===== config.mk =====
export PLATFORM = sky130hd
export DESIGN_NAME = hack_writeback
export DESIGN_NICKNAME = d
export VERILOG_FILES = /design/src/rtl/hack_pkg.sv /design/src/rtl/pc16.sv /design/src/rtl/hack_writeback.sv
export SDC_FILE = /design/constraint.sdc
export NUM_CORES = 1
export LEC_CHECK = 0
export ABC_AREA = 1
export BUFFER_PORTS_ARGS = -buffer_cell sky130_fd_sc_hd__buf_2
export CAP_MARGIN = 5
export CORE_MARGIN = 1
export CORE_UTILIZATION = 51
export DETAILED_ROUTE_END_ITERATION = 6
export PLACE_DENSITY = 0.79
export SLEW_MARGIN = 10
export SYNTH_ARGS = -nofsm -noshare
export SYNTH_HDL_FRONTEND = slang
export SYNTH_SLANG_ARGS = --single-unit

===== constraint.sdc =====
create_clock -name clock -period 1.44 [get_ports clock]
set_input_delay 0.072 -clock clock [delete_from_list [all_inputs] [get_ports clock]]
set_output_delay 0.072 -clock clock [all_outputs]
set_load 0.05 [all_outputs]

===== src/rtl/hack_pkg.sv =====
// Shared definitions for the Hack writeback stage: word widths, instruction
// field positions, the FSM state type and the jump-condition helper.
package hack_pkg;

  localparam int WORD_W = 16;
  localparam int ADDR_W = 15;

  localparam int INSTR_C_BIT = 15;
  localparam int DEST_A      = 5;
  localparam int DEST_D      = 4;
  localparam int DEST_M      = 3;
  localparam int JMP_LT      = 2;
  localparam int JMP_EQ      = 1;
  localparam int JMP_GT      = 0;

  typedef enum logic {
    IDLE   = 1'b0,
    MEM_WR = 1'b1
  } wb_state_t;

  // Jump condition for a C-instruction given the ALU flags.
  function automatic logic jump_taken(input logic [WORD_W-1:0] instr,
                                      input logic zr, input logic ng);
    return (instr[JMP_LT] & ng) |
           (instr[JMP_EQ] & zr) |
           (instr[JMP_GT] & ~ng & ~zr);
  endfunction

endpackage


===== src/rtl/pc16.sv =====
// 16-bit program counter: async active-low reset, then load, then increment.
module pc16
  import hack_pkg::*;
(
  input  logic              clock,
  input  logic              reset_n,
  input  logic              i_load,
  input  logic              i_inc,
  input  logic [WORD_W-1:0] i_d,
  output logic [WORD_W-1:0] o_q
);

  logic [WORD_W-1:0] r_pc;

  // Load has priority over increment; increment wraps silently.
  always_ff @(posedge clock or negedge reset_n) begin
    if (!reset_n) begin
      r_pc <= '0;
    end else if (i_load) begin
      r_pc <= i_d;
    end else if (i_inc) begin
      r_pc <= r_pc + 16'd1;
    end
  end

  assign o_q = r_pc;

endmodule


===== src/rtl/hack_writeback.sv =====
// Hack writeback/sequencing stage: commits A/D, resolves jumps into the PC and
// issues data-memory writes over a mem_we/mem_ack handshake.
// Optional feature: define HACK_HALT_DETECT_EN to latch a jump-to-self as
// halted and stop accepting instructions until reset.
//
// state  | meaning
// IDLE   | ready for the next instruction
// MEM_WR | write request held on mem_*, waiting for mem_ack
module hack_writeback
  import hack_pkg::*;
(
  input  logic              clock,
  input  logic              reset_n,
  input  logic [WORD_W-1:0] instr,
  input  logic              in_valid,
  output logic              in_ready,
  input  logic [WORD_W-1:0] alu_out,
  input  logic              alu_zr,
  input  logic              alu_ng,
  output logic [WORD_W-1:0] a_reg,
  output logic [WORD_W-1:0] d_reg,
  output logic [WORD_W-1:0] pc,
  output logic              mem_we,
  output logic [ADDR_W-1:0] mem_addr,
  output logic [WORD_W-1:0] mem_wdata,
  input  logic              mem_ack,
  output logic              halted
);

  wb_state_t         r_state;
  logic [WORD_W-1:0] r_a;
  logic [WORD_W-1:0] r_d;
  logic              r_mem_we;
  logic [ADDR_W-1:0] r_mem_addr;
  logic [WORD_W-1:0] r_mem_wdata;
  logic              r_halted;

  logic              w_accept;
  logic              w_is_c;
  logic              w_jump;
  logic [WORD_W-1:0] w_pc;
  logic              w_unused;

  assign w_unused = ^instr[14:6];

  assign w_is_c   = instr[INSTR_C_BIT];
  assign w_jump   = w_is_c & jump_taken(instr, alu_zr, alu_ng);
  assign in_ready = (r_state == IDLE) & ~r_halted;
  assign w_accept = in_valid & in_ready;

  // Jump target is the A value before this instruction's own A update.
  pc16 u_pc (
    .clock   (clock),
    .reset_n (reset_n),
    .i_load  (w_accept & w_jump),
    .i_inc   (w_accept & ~w_jump),
    .i_d     (r_a),
    .o_q     (w_pc)
  );

  // Main FSM: register updates at accept, write handshake in MEM_WR.
  always_ff @(posedge clock or negedge reset_n) begin
    if (!reset_n) begin
      r_state     <= IDLE;
      r_a         <= '0;
      r_d         <= '0;
      r_mem_we    <= 1'b0;
      r_mem_addr  <= '0;
      r_mem_wdata <= '0;
    end else begin
      case (r_state)
        IDLE: begin
          if (w_accept) begin
            if (!w_is_c) begin
              r_a <= instr;
            end else begin
              if (instr[DEST_A]) r_a <= alu_out;
              if (instr[DEST_D]) r_d <= alu_out;
              if (instr[DEST_M]) begin
                r_mem_we    <= 1'b1;
                r_mem_addr  <= r_a[ADDR_W-1:0];
                r_mem_wdata <= alu_out;
                r_state     <= MEM_WR;
              end
            end
          end
        end
        MEM_WR: begin
          if (mem_ack) begin
            r_mem_we <= 1'b0;
            r_state  <= IDLE;
          end
        end
        default: r_state <= IDLE;
      endcase
    end
  end

`ifdef HACK_HALT_DETECT_EN
  // Sticky halt on a taken jump whose target is the current PC.
  always_ff @(posedge clock or negedge reset_n) begin
    if (!reset_n) begin
      r_halted <= 1'b0;
    end else if (w_accept && w_jump && (r_a == w_pc)) begin
      r_halted <= 1'b1;
    end
  end
`else
  assign r_halted = 1'b0;
`endif

  assign a_reg     = r_a;
  assign d_reg     = r_d;
  assign pc        = w_pc;
  assign mem_we    = r_mem_we;
  assign mem_addr  = r_mem_addr;
  assign mem_wdata = r_mem_wdata;
  assign halted    = r_halted;

endmodule


==> impl_results.md, run 1 <==
* Starting density of the core at 53.3%
* Peak Freq at a little over 0.7 GHz
* Initial detailed-routing violation count at 316
* ANT cells at 0
* Die width at 89.8 um
* PwrDens at 1730 nW/um^2
* Final hold violations at 0
* Number of global-route vias before repair at 3633
* Hold Crit Class: in -> reg
* Critical-path top delay cell: dfrtp_1
* Routed vias at approximately 3700
* Status: finished clean
* Synth top area share at 51.6%
* CTS tree: yes
* CP most frequent cell: nand2_4
* Startpoint Class: flop
* CTS Buffer Depth at 2
* Synth-to-Final Area Change at 30.5%
* Clock transition at the registers of the reported paths at 0.09 ns
* Delay-heaviest family, CP: simple AND/OR/NAND/NOR gates
* CP required at 1.69 ns
* Yosys warnings at 0
* Drt via density at approximately 5.2
* Hold Path Depth at 3
* Total Routed Length at 11.0 mm
* Post-Syn Instances at 464
* Worst Path Buf+Inv at 2
* Port Buffers at approximately 120
* Worst path max stage delay at 0.42 ns
* Slew Limit Fails at 0
* Core area at 7370 sq um
* RSZ-0062 raised after global routing: true
* Multi-input logic area at 1570 sq um
* Area leader, netlist: dfrtp_1
* Fin util at 69.6%
* Flop2flop setup slack at 0.03 ns
* Post-synthesis sequential area ratio at 51.6%
* Library cells used by synthesis at 28
* Static Leak at 2.75 nW
* Hold path endpoint: mem_wdata[3]$_DFFE_PN0P_
* Die height at between 80 and 90 um
* Crit path depth at 7
* CP Max Fanout at 22
* Worst reg2reg path startpoint: r_state$_DFF_PN0_
* PnR Total Power at 8.89 mW
* Routed length per instance at 15.5 um
* Register area at 2040 sq um
* Clock Latency Late Sink at 0.36 ns
* Top post-synthesis cells by area: dfrtp_1 (52%), nand2_1 (13%), inv_1 (5.6%), o21ai_2 (5.1%), nand3_1 (4.6%)
* DRT antenna net count at 0
* Num ports at 120
* Fill count at 609
* Maxcap violations at 0
* Tcrit/Tclk final at 97.7%
* Hold Startpoint: alu_out[3]
* Mapped Nets at between 500 and 600
* Layout Nets at 644
* First drt pass iteration count at 5
* CTS H-Tree Depth at 3
* Commonest non-fill, non-tap cell in the layout: nand2_1
* GPL Wtd Cong at 0.865
* Critical path cell sequence: inv_4, nand2_4, nor2_8, nand2_4, buf_12, nand2_1, o21ai_1
* Initial antenna violation count at 0
* Synthesized area at between 3000 and 4000 sq um
* Worst r2r path cells at 7
* Syn avg cell area at 8.47 sq um
* Largest net degree at the start of global routing at 49
* Tmin final at between 1 and 1.5 ns
* First-pass GRT wire length at between 15 and 20 mm
* Worst Path Arrival at ~1.7 ns
* Final setup fails at 0
* Clk root buf: clkbuf_8
* Post-synthesis register bit count at 81
* Worst vdd ir at 0.971 mV
* Layout cells sized above 1 at 33.3%
* GRT overflow at 0
* Critical path class: reg -> reg
* Drt drc at 0
* Most frequent cells in the layout: nand2_1 (135), buf_2 (117), dfrtp_1 (71), inv_1 (58), nand3_1 (34)
* Die area at 8060 sq um
* GRT Total Usage at roughly 28%
* Skew final at 0.00494 ns
* Total CTS buffers at 9
* Post-DP HPWL at 7.62 mm
* Standard-cell rows at 31
* Sink Count at 81
* R2r endpoint: mem_wdata[10]$_DFFE_PN0P_
* Crit path capture type: flop
* Hold_ws at 0.0175 ns
==> power breakdown <==
group / switching [mW] / internal, mW
Sequential: 0.461 / 2.82
Combinational: 2.97 / 0.950
Clock: 0.880 / 0.809
Total: 4.32 / 4.58
==> metrics by stage <==
step / instance area [sq um] / instances / setup TNS [ns] / setup slack (ns)
global route: 5130 / 709 / -0.103 / -0.0323
CTS: 5020 / 704 / 0 / 0.0384
floorplan: 3970 / 464 / 0 / 0.0100
detailed placement: 4660 / 671 / 0 / 0.0641
finish: 5130 / 709 / 0 / 0.0334
global placement: 4660 / 671 / 0 / 0.113
==> Yosys cell counts, drive strengths merged <==
library cell and instances:
nand4 3, nand3 37, buf 20, ha 1
xor2 4, conb 1, o32ai 1, inv 62
nand3b 1, clkbuf 2, o21ai 74, nor2 19
nand2 141, a21oi 3, o211ai 14, dfrtp 81
==> how the worst max path moves through the flow <==
stage                            start                   endpoint  slack [ns]
3_5_place_dp         r_state$_DFF_PN0_    u_pc.o_q[3]$_DFFE_PN0P_        0.06
5_1_grt              r_state$_DFF_PN0_  mem_wdata[14]$_DFFE_PN0P_       -0.03
4_1_cts              r_state$_DFF_PN0_    u_pc.o_q[3]$_DFFE_PN0P_        0.04
2_1_floorplan  u_pc.o_q[9]$_DFFE_PN0P_   u_pc.o_q[15]$_DFFE_PN0P_        0.01
3_3_place_gp         r_state$_DFF_PN0_    u_pc.o_q[2]$_DFFE_PN0P_        0.11
6_report             r_state$_DFF_PN0_  mem_wdata[10]$_DFFE_PN0P_        0.03
==> area by class of cell <==
| class | instances | area share (%) |
|---|---|---|
| Sequential cell | 81 | 39.8 |
| Clock inverter | 6 | 1.29 |
| Tap cell | 99 | 2.41 |
| Timing Repair Buffer | 151 | 18.8 |
| Inverter | 62 | 4.68 |
| Multi-Input combinational cell | 300 | 30.6 |
| Clock buffer | 10 | 2.49 |
==> cell families after synthesis <==
family | share of synthesized area [%]
AO/OA/AOI/OAI | 14.9
AND/OR/NAND/NOR | 22.1
other | 0.0954
flip-flops | 51.6
adder cells (fa/ha/maj) | 0.318
XOR/XNOR | 0.891
buffers and inverters | 10.1
==> tightest hold or removal path, delay by kind of cell <==
kind,cells,cell delay [ns]
buffers and inverters,2,0.13
AOI/OAI and AO/OA,1,0.13
==> metal layers <==
layer	global-route usage, %	vias up	wire length, um
met5	0	-	0
met4	14.1	0	407
met3	5.41	34	741
met2	45.6	172	5150
met1	37.0	1734	4700
li1	-	1764	-
==> what timing repair did <==
| item | CTS | global route |
|---|---|---|
| endpoints found under the setup margin | 0 | 16 |
| hold endpoints to repair | 100 | 0 |
| setup buffers | 0 | 3 |
| resized for setup | 0 | 9 |
| hold buffers | 17 | 0 |
No activity file was read; power rests on OpenSTA's default activity.
==> inputs of run 2 (changes only) <==
--- a/config.mk
+++ b/config.mk
@@ -6,11 +6,11 @@
 export NUM_CORES = 1
 export LEC_CHECK = 0
 export ABC_AREA = 1
-export BUFFER_PORTS_ARGS = -buffer_cell sky130_fd_sc_hd__buf_2
 export CAP_MARGIN = 5
 export CORE_MARGIN = 1
-export CORE_UTILIZATION = 51
+export CORE_UTILIZATION = 63
 export DETAILED_ROUTE_END_ITERATION = 6
+export DONT_BUFFER_PORTS = 1
 export PLACE_DENSITY = 0.79
 export SLEW_MARGIN = 10
 export SYNTH_ARGS = -nofsm -noshare
==> run 2 against run 1 <==
  * The run now ends with negative hold slack left
  * Sequential share of layout area increased by 0.46 points
  * Flip-flop and latch count unchanged
  * Sequential power increased by 9.8%
  * Routed wire length increased by 1.1%
  * Worst setup slack got worse by 0.0069 ns
  * Final area decreased by 1.1%
  * Clock power increased by 5%
  * Non-clock buffer count decreased by 41
  * Critical endpoint is now mem_addr[14]$_DFFE_PN0P_
  * Largest cell class unchanged
  * Largest power group unchanged
==> impl_results.md, run 2 (synthesized netlist as in run 1, its figures left out) <==
* PwrDens at 1810 nW/um^2 (+4.5%)
* Hold_ws at -0.609 ns (-0.626 ns)
* Drt drc at 0 (unchanged)
* Most frequent cells in the layout: nand2_1 (136), dfrtp_1 (71), buf_4 (71), inv_1 (58)
* Tmin final at 1.41 ns (+0.00691 ns)
* Hold Crit Class: in -> async
* Startpoint Class: flop
* Crit path depth at 7 (unchanged)
* Core area at 5960 sq um (-19%)
* Post-DP HPWL at 7.17 mm (-6.0%)
* GRT overflow at 0 (unchanged)
* CP Max Fanout at 32 (+45%)
* Number of global-route vias before repair at 3491 (-3.9%)
* Drt via density at 5.74 (+9.8%)
* Failing checks: negative hold slack
* GPL Wtd Cong at 0.886 (+2.4%)
* Layout Nets at 602 (-6.5%)
* Final setup fails at 0 (unchanged)
* Routed length per instance at 17.3 um (+12%)
* Worst path max stage delay at 0.42 ns (about the same)
* Total CTS buffers at 9 (unchanged)
* Die height at 81.0 um (-9.8%)
* Worst vdd ir at 1.82 mV (+87%)
* Routed vias at 3688 (-0.43%)
* Clock Latency Late Sink at 0.36 ns (about the same)
* DP Worst Slack at 0.0680 ns (+0.00383 ns)
* Num ports at 120 (unchanged)
* First drt pass iteration count at 7 (+2)
* Fin util at 85.1% (+16 points)
* Worst reg2reg path startpoint: r_state$_DFF_PN0_
* CTS Buffer Depth at 2 (unchanged)
* Register area at 2040 sq um (unchanged)
* Die width at 81.0 um (-9.8%)
* R2r endpoint: mem_addr[14]$_DFFE_PN0P_
* Status: finished with violations
* ANT cells at 0 (unchanged)
* Fill count at 317 (-48%)
* Slew Limit Fails at 0 (unchanged)
* Die area at 6560 sq um (-19%)
* Multi-input logic area at 1550 sq um (-1.4%)
* Layout cells sized above 1 at 25.0% (-8.3 points)
* Largest net degree at the start of global routing at 82 (+67%)
* Total Routed Length at 11.1 mm (+1.1%)
* CP most frequent cell: nand2_4
* Setup slack after layout at 0.0265 ns (-0.00691 ns)
* Crit path capture type: flop
* Tcrit/Tclk final at 98.2% (+0.48 points)
* CTS H-Tree Depth at 3 (unchanged)
* Worst Path Arrival at 1.67 ns (about the same)
* Worst Path Buf+Inv at 2 (unchanged)
* Sink Count at 81 (unchanged)
* RSZ-0062 raised after global routing: true
* Flop2flop setup slack at 0.03 ns (about the same)
* Initial antenna violation count at 0 (unchanged)
* Standard-cell rows at 28 (-9.7%)
* Starting density of the core at 66.0% (+13 points)
* Synth-to-Final Area Change at 29.0%
* CP required at 1.69 ns (about the same)
* Port Buffers at 0 (-100%)
* Skew final at 0.00742 ns (+0.00248 ns)
* DRT antenna net count at 0 (unchanged)
* GRT Total Usage at 36.1% (+7.7 points)
* Clock transition at the registers of the reported paths at 0.09 ns (about the same)
* Final hold violations at 81 (+81)
* Cts hold-fix bufs at 35 (+18)
* Crit. Startpoint: r_state$_DFF_PN0_
* Peak Freq at 0.707 GHz (-0.49%)
* Worst r2r path cells at 7 (unchanged)
* Delay-heaviest family, CP: simple AND/OR/NAND/NOR gates
* Rel. slew slack at a little under half
* Commonest non-fill, non-tap cell in the layout: nand2_1
* Critical-path top delay cell: dfrtp_1
* First-pass GRT wire length at 17.3 mm (-3.6%)
* Static Leak at 2.60 nW (-5.3%)
* Maxcap violations at 0 (unchanged)
* Worst Max-Slew Pin Slew at 0.798 ns
* CTS tree: yes
* Critical path cell sequence: inv_4, nand2_4, nor2_8, nand2_4, buf_12, nand2_1, o21ai_2
* Initial detailed-routing violation count at 349 (+10%)
* Critical path class: reg -> reg
* Critical Path End: mem_addr[14]$_DFFE_PN0P_
* Clk root buf: clkbuf_8
run 2: how the worst min path moves through the flow:
stage                                end  slack, ns  cells past startpoint
2_1_floorplan       a_reg[0]$_DFFE_PN0P_      -0.22                      0
3_3_place_gp   mem_wdata[15]$_DFFE_PN0P_      -0.22                      0
3_5_place_dp    mem_wdata[1]$_DFFE_PN0P_      -0.22                      0
4_1_cts         mem_wdata[1]$_DFFE_PN0P_      -0.62                      0
5_1_grt         mem_wdata[7]$_DFFE_PN0P_      -0.62                      0
6_report           d_reg[11]$_DFFE_PN0P_      -0.61                      0
run 2: power breakdown:
| group | internal [mW] | leakage, nW | switching, mW | total, mW |
|---|---|---|---|---|
| logic | 1.13 | 1.50 | 2.67 | 3.80 |
| registers | 2.81 | 0.995 | 0.786 | 3.60 |
| clock network | 0.877 | 0.110 | 0.907 | 1.78 |
run 2: routing by layer:
metal	vias to the layer above	global-route usage [%]	wire, um
met3	38	9.10	863
met4	0	16.4	367
met1	1779	44.3	4390
met2	190	59.8	5510
met5	-	0	0
li1	1681	-	-
run 2: metrics by stage:
step	setup TNS, ns	instance area, sq um	cells	power [mW]
after global routing	-0.497	5070	643	9.54
final	0	5070	643	9.18
after global placement	0	4480	591	7.13
after detailed placement	0	4480	591	7.24
after CTS	0	5040	642	9.09
after floorplan	0	3970	464	6.14
run 2: layout make-up:
type,instances,area share (%)
Clock buffer,10,2.71
Clock inverter,6,1.43
Inverter,62,4.64
Multi-Input combinational cell,299,30.5
Sequential cell,81,40.2
Tap cell,75,1.85
Timing Repair Buffer,110,18.7
run 2: what timing repair did:
action | in CTS | in global routing
endpoints found under the hold margin | 131 | 81
setup endpoints to repair | 0 | 30
buffers inserted | 0 | 1
resized for setup | 0 | 8
==> inputs of run 3 (changes only) <==
==> constraint.sdc (replaced) <==
create_clock -name clock -period 1.4 [get_ports clock]
set_input_delay 0.07 -clock clock [delete_from_list [all_inputs] [get_ports clock]]
set_output_delay 0.07 -clock clock [all_outputs]
set_load 0.05 [all_outputs]
==> run 3 against run 2 <==
  * Clock power rose by 8%
  * Sequential share of layout area fell by 3.7 points
  * The run ends with negative hold slack, negative setup slack left
  * Largest cell class unchanged
  * Hold slack got worse by 0.032 ns
  * Sequential power rose by 6.1%
  * Cell count rose by 3.3%
  * Register-to-register slack got worse by 0.31 ns
  * Clock-buffer cell count rose by 1
  * Worst setup slack got worse by 0.31 ns
  * First-iteration DRC count rose to 2.8 times the previous value
  * Non-clock buffer count rose by 20
==> impl_results.md, run 3 (synthesized netlist as in run 1, its figures left out) <==
* TNS Setup at -6.68 ns (-6.68 ns)
* DP Worst Slack at 0.0139 ns (-0.0540 ns)
* Die height at 81.0 um (unchanged)
* Drt drc at 0 (unchanged)
* Final hold violations at 84 (+3.7%)
* Tmin final at 1.69 ns (+0.272 ns)
* Worst vdd ir at 1.44 mV (-21%)
* DRT antenna net count at 0 (unchanged)
* Largest net degree at the start of global routing at 82 (unchanged)
* Commonest non-fill, non-tap cell in the layout: nand2_1
* Post-DP HPWL at 7.20 mm (+0.51%)
* Peak Freq at 0.593 GHz (-16%)
* Status: finished with violations
* Die width at 81.0 um (unchanged)
* Hold_ws at -0.641 ns (-0.0320 ns)
* First drt pass iteration count at 7 (unchanged)
* Multi-input logic area at 1790 sq um (+15%)
* Hold Crit Class: in -> async
* GRT Total Usage at 37.2% (+1.1 points)
* Layout Nets at 623 (+3.5%)
* Initial antenna violation count at 1 (+1)
* Total Routed Length at 17.8 mm (+60%)
* Critical path class: reg -> reg
* Setup slack after layout at -0.286 ns (-0.312 ns)
* PwrDens at 1860 nW/um^2 (+2.8%)
* Placed Area at 4540 sq um (+1.3%)
* Layout cells sized above 1 at 34.5% (+9.5 points)
* Slew Limit Fails at 0 (unchanged)
* Routed vias at 4661 (+26%)
* Tcrit/Tclk final at 120% (+22 points)
* Maxcap violations at 0 (unchanged)
* Synth-to-Final Area Change at 42.2%
* Final setup fails at 69 (+69)
* Worst r2r path cells at 8 (+1)
* Initial detailed-routing violation count at 972 (+180%)
* CTS Buffer Depth at 2 (unchanged)
* Number of global-route vias before repair at 3612 (+3.5%)
* Core area at 5960 sq um (unchanged)
* Startpoint Class: flop
* Rel. slew slack at 60.1% (+14 points)
* Num ports at 120 (unchanged)
* Static Leak at 2.80 nW (+7.6%)
* Port Buffers at 0 (unchanged)
* Most frequent cells in the layout: nand2_1 (107), buf_4 (83), dfrtp_1 (68), inv_1 (57)
* Worst Path Arrival at 1.93 ns (+0.26 ns)
* Crit path capture type: flop
* Standard-cell rows at 28 (unchanged)
* Fin util at 93.8% (+8.7 points)
* GPL Wtd Cong at 0.878 (-0.97%)
* Sink Count at 81 (unchanged)
* Finished Cell Area at 5590 sq um (+10%)
* CTS tree: yes
* Clock Latency Late Sink at 0.40 ns (+0.04 ns)
* Routed length per instance at 26.8 um (+55%)
* Total CTS buffers at 9 (unchanged)
* Clock transition at the registers of the reported paths at 0.10 ns (about the same)
* GRT overflow at 0 (unchanged)
* Starting density of the core at 66.0% (unchanged)
* Clk root buf: clkbuf_8
* CP required at 1.64 ns (-0.05 ns)
* Die area at 6560 sq um (unchanged)
* RSZ-0062 raised after global routing: true
* CTS H-Tree Depth at 3 (unchanged)
* Failing checks: negative hold slack, negative setup slack
* Worst Max-Slew Pin Slew at 0.596 ns (-0.203 ns)
* Skew final at 0.0157 ns (+0.00832 ns)
* Register area at 2040 sq um (+0.18%)
* First-pass GRT wire length at 17.6 mm (+2.2%)
* Drt via density at 7.02 (+22%)
* Fill count at 171 (-46%)
* CP Max Fanout at 8 (-75%)
[run 3: changes by cell type in the layout (fill, tap and decap cells not counted), sizes merged]
cell and delta:
dlygate4sd3 -3, clkbuf +5, clkinvlp +1, nand2 +1, inv -3, buf +19
diode +1
[run 3: power by group]
part,switching [mW],internal [mW]
Sequential,0.920,2.90
Clock,1.02,0.917
Combinational,3.28,1.37
[run 3: final cells by class]
class,instances,share of cell area (%)
Sequential cell,81,36.6
Multi-Input combinational cell,300,32.0
Timing Repair Buffer,130,21.9
Inverter,62,4.25
Clock buffer,11,2.71
Tap cell,75,1.68
Clock inverter,4,0.918
Antenna cell,1,0.0448
[run 3: repair_timing]
item | CTS | global route
buffers inserted | 5 | 9
gates cloned | 0 | 7
endpoints found under the hold margin | 131 | 90
pin swaps | 1 | 13
setup endpoints to repair | 2 | 53
hold buffers | 29 | 3
gates resized for setup | 6 | 66
[run 3: critical path: stages, from the launching register on]
cell and delay (ns):
dfrtp_1 0.44, inv_4 0.12, nand2_8 0.08, nor2_8 0.18, buf_12 0.15, nand2_8 0.10
clkbuf_16 0.23, nand2_4 0.11, o21ai_2 0.13
[run 3: worst paths after layout]
kind,end,slack (ns),startpoint
min in group clock,a_reg[1]$_DFFE_PN0P_,-0.03,instr[15]
hold / removal,mem_wdata[9]$_DFFE_PN0P_,-0.64,reset_n
max in group asynchronous,u_pc.o_q[3]$_DFFE_PN0P_,1.89,reset_n
hold reg to reg,mem_wdata[4]$_DFFE_PN0P_,0.52,mem_wdata[4]$_DFFE_PN0P_
setup reg to reg,mem_wdata[5]$_DFFE_PN0P_,-0.29,r_state$_DFF_PN0_
setup / recovery,mem_wdata[5]$_DFFE_PN0P_,-0.29,r_state$_DFF_PN0_
[run 3: per-stage QoR]
step | power, mW | hold WS, ns | instances
after floorplan | 6.35 | -0.226 | 464
after global routing | 10.6 | -0.635 | 664
final | 10.4 | -0.641 | 664
after detailed placement | 7.50 | -0.224 | 595
after CTS | 9.36 | -0.608 | 644
after global placement | 7.39 | -0.223 | 595
[run 3: layer usage]
layer | track usage, % | vias up | part of all wire, %
li1 | - | 1723 | -
met1 | 44.3 | 2122 | 31
met3 | 8.20 | 227 | 14
met4 | 22.5 | 0 | 11
met5 | 0 | - | 0
met2 | 61.5 | 589 | 45
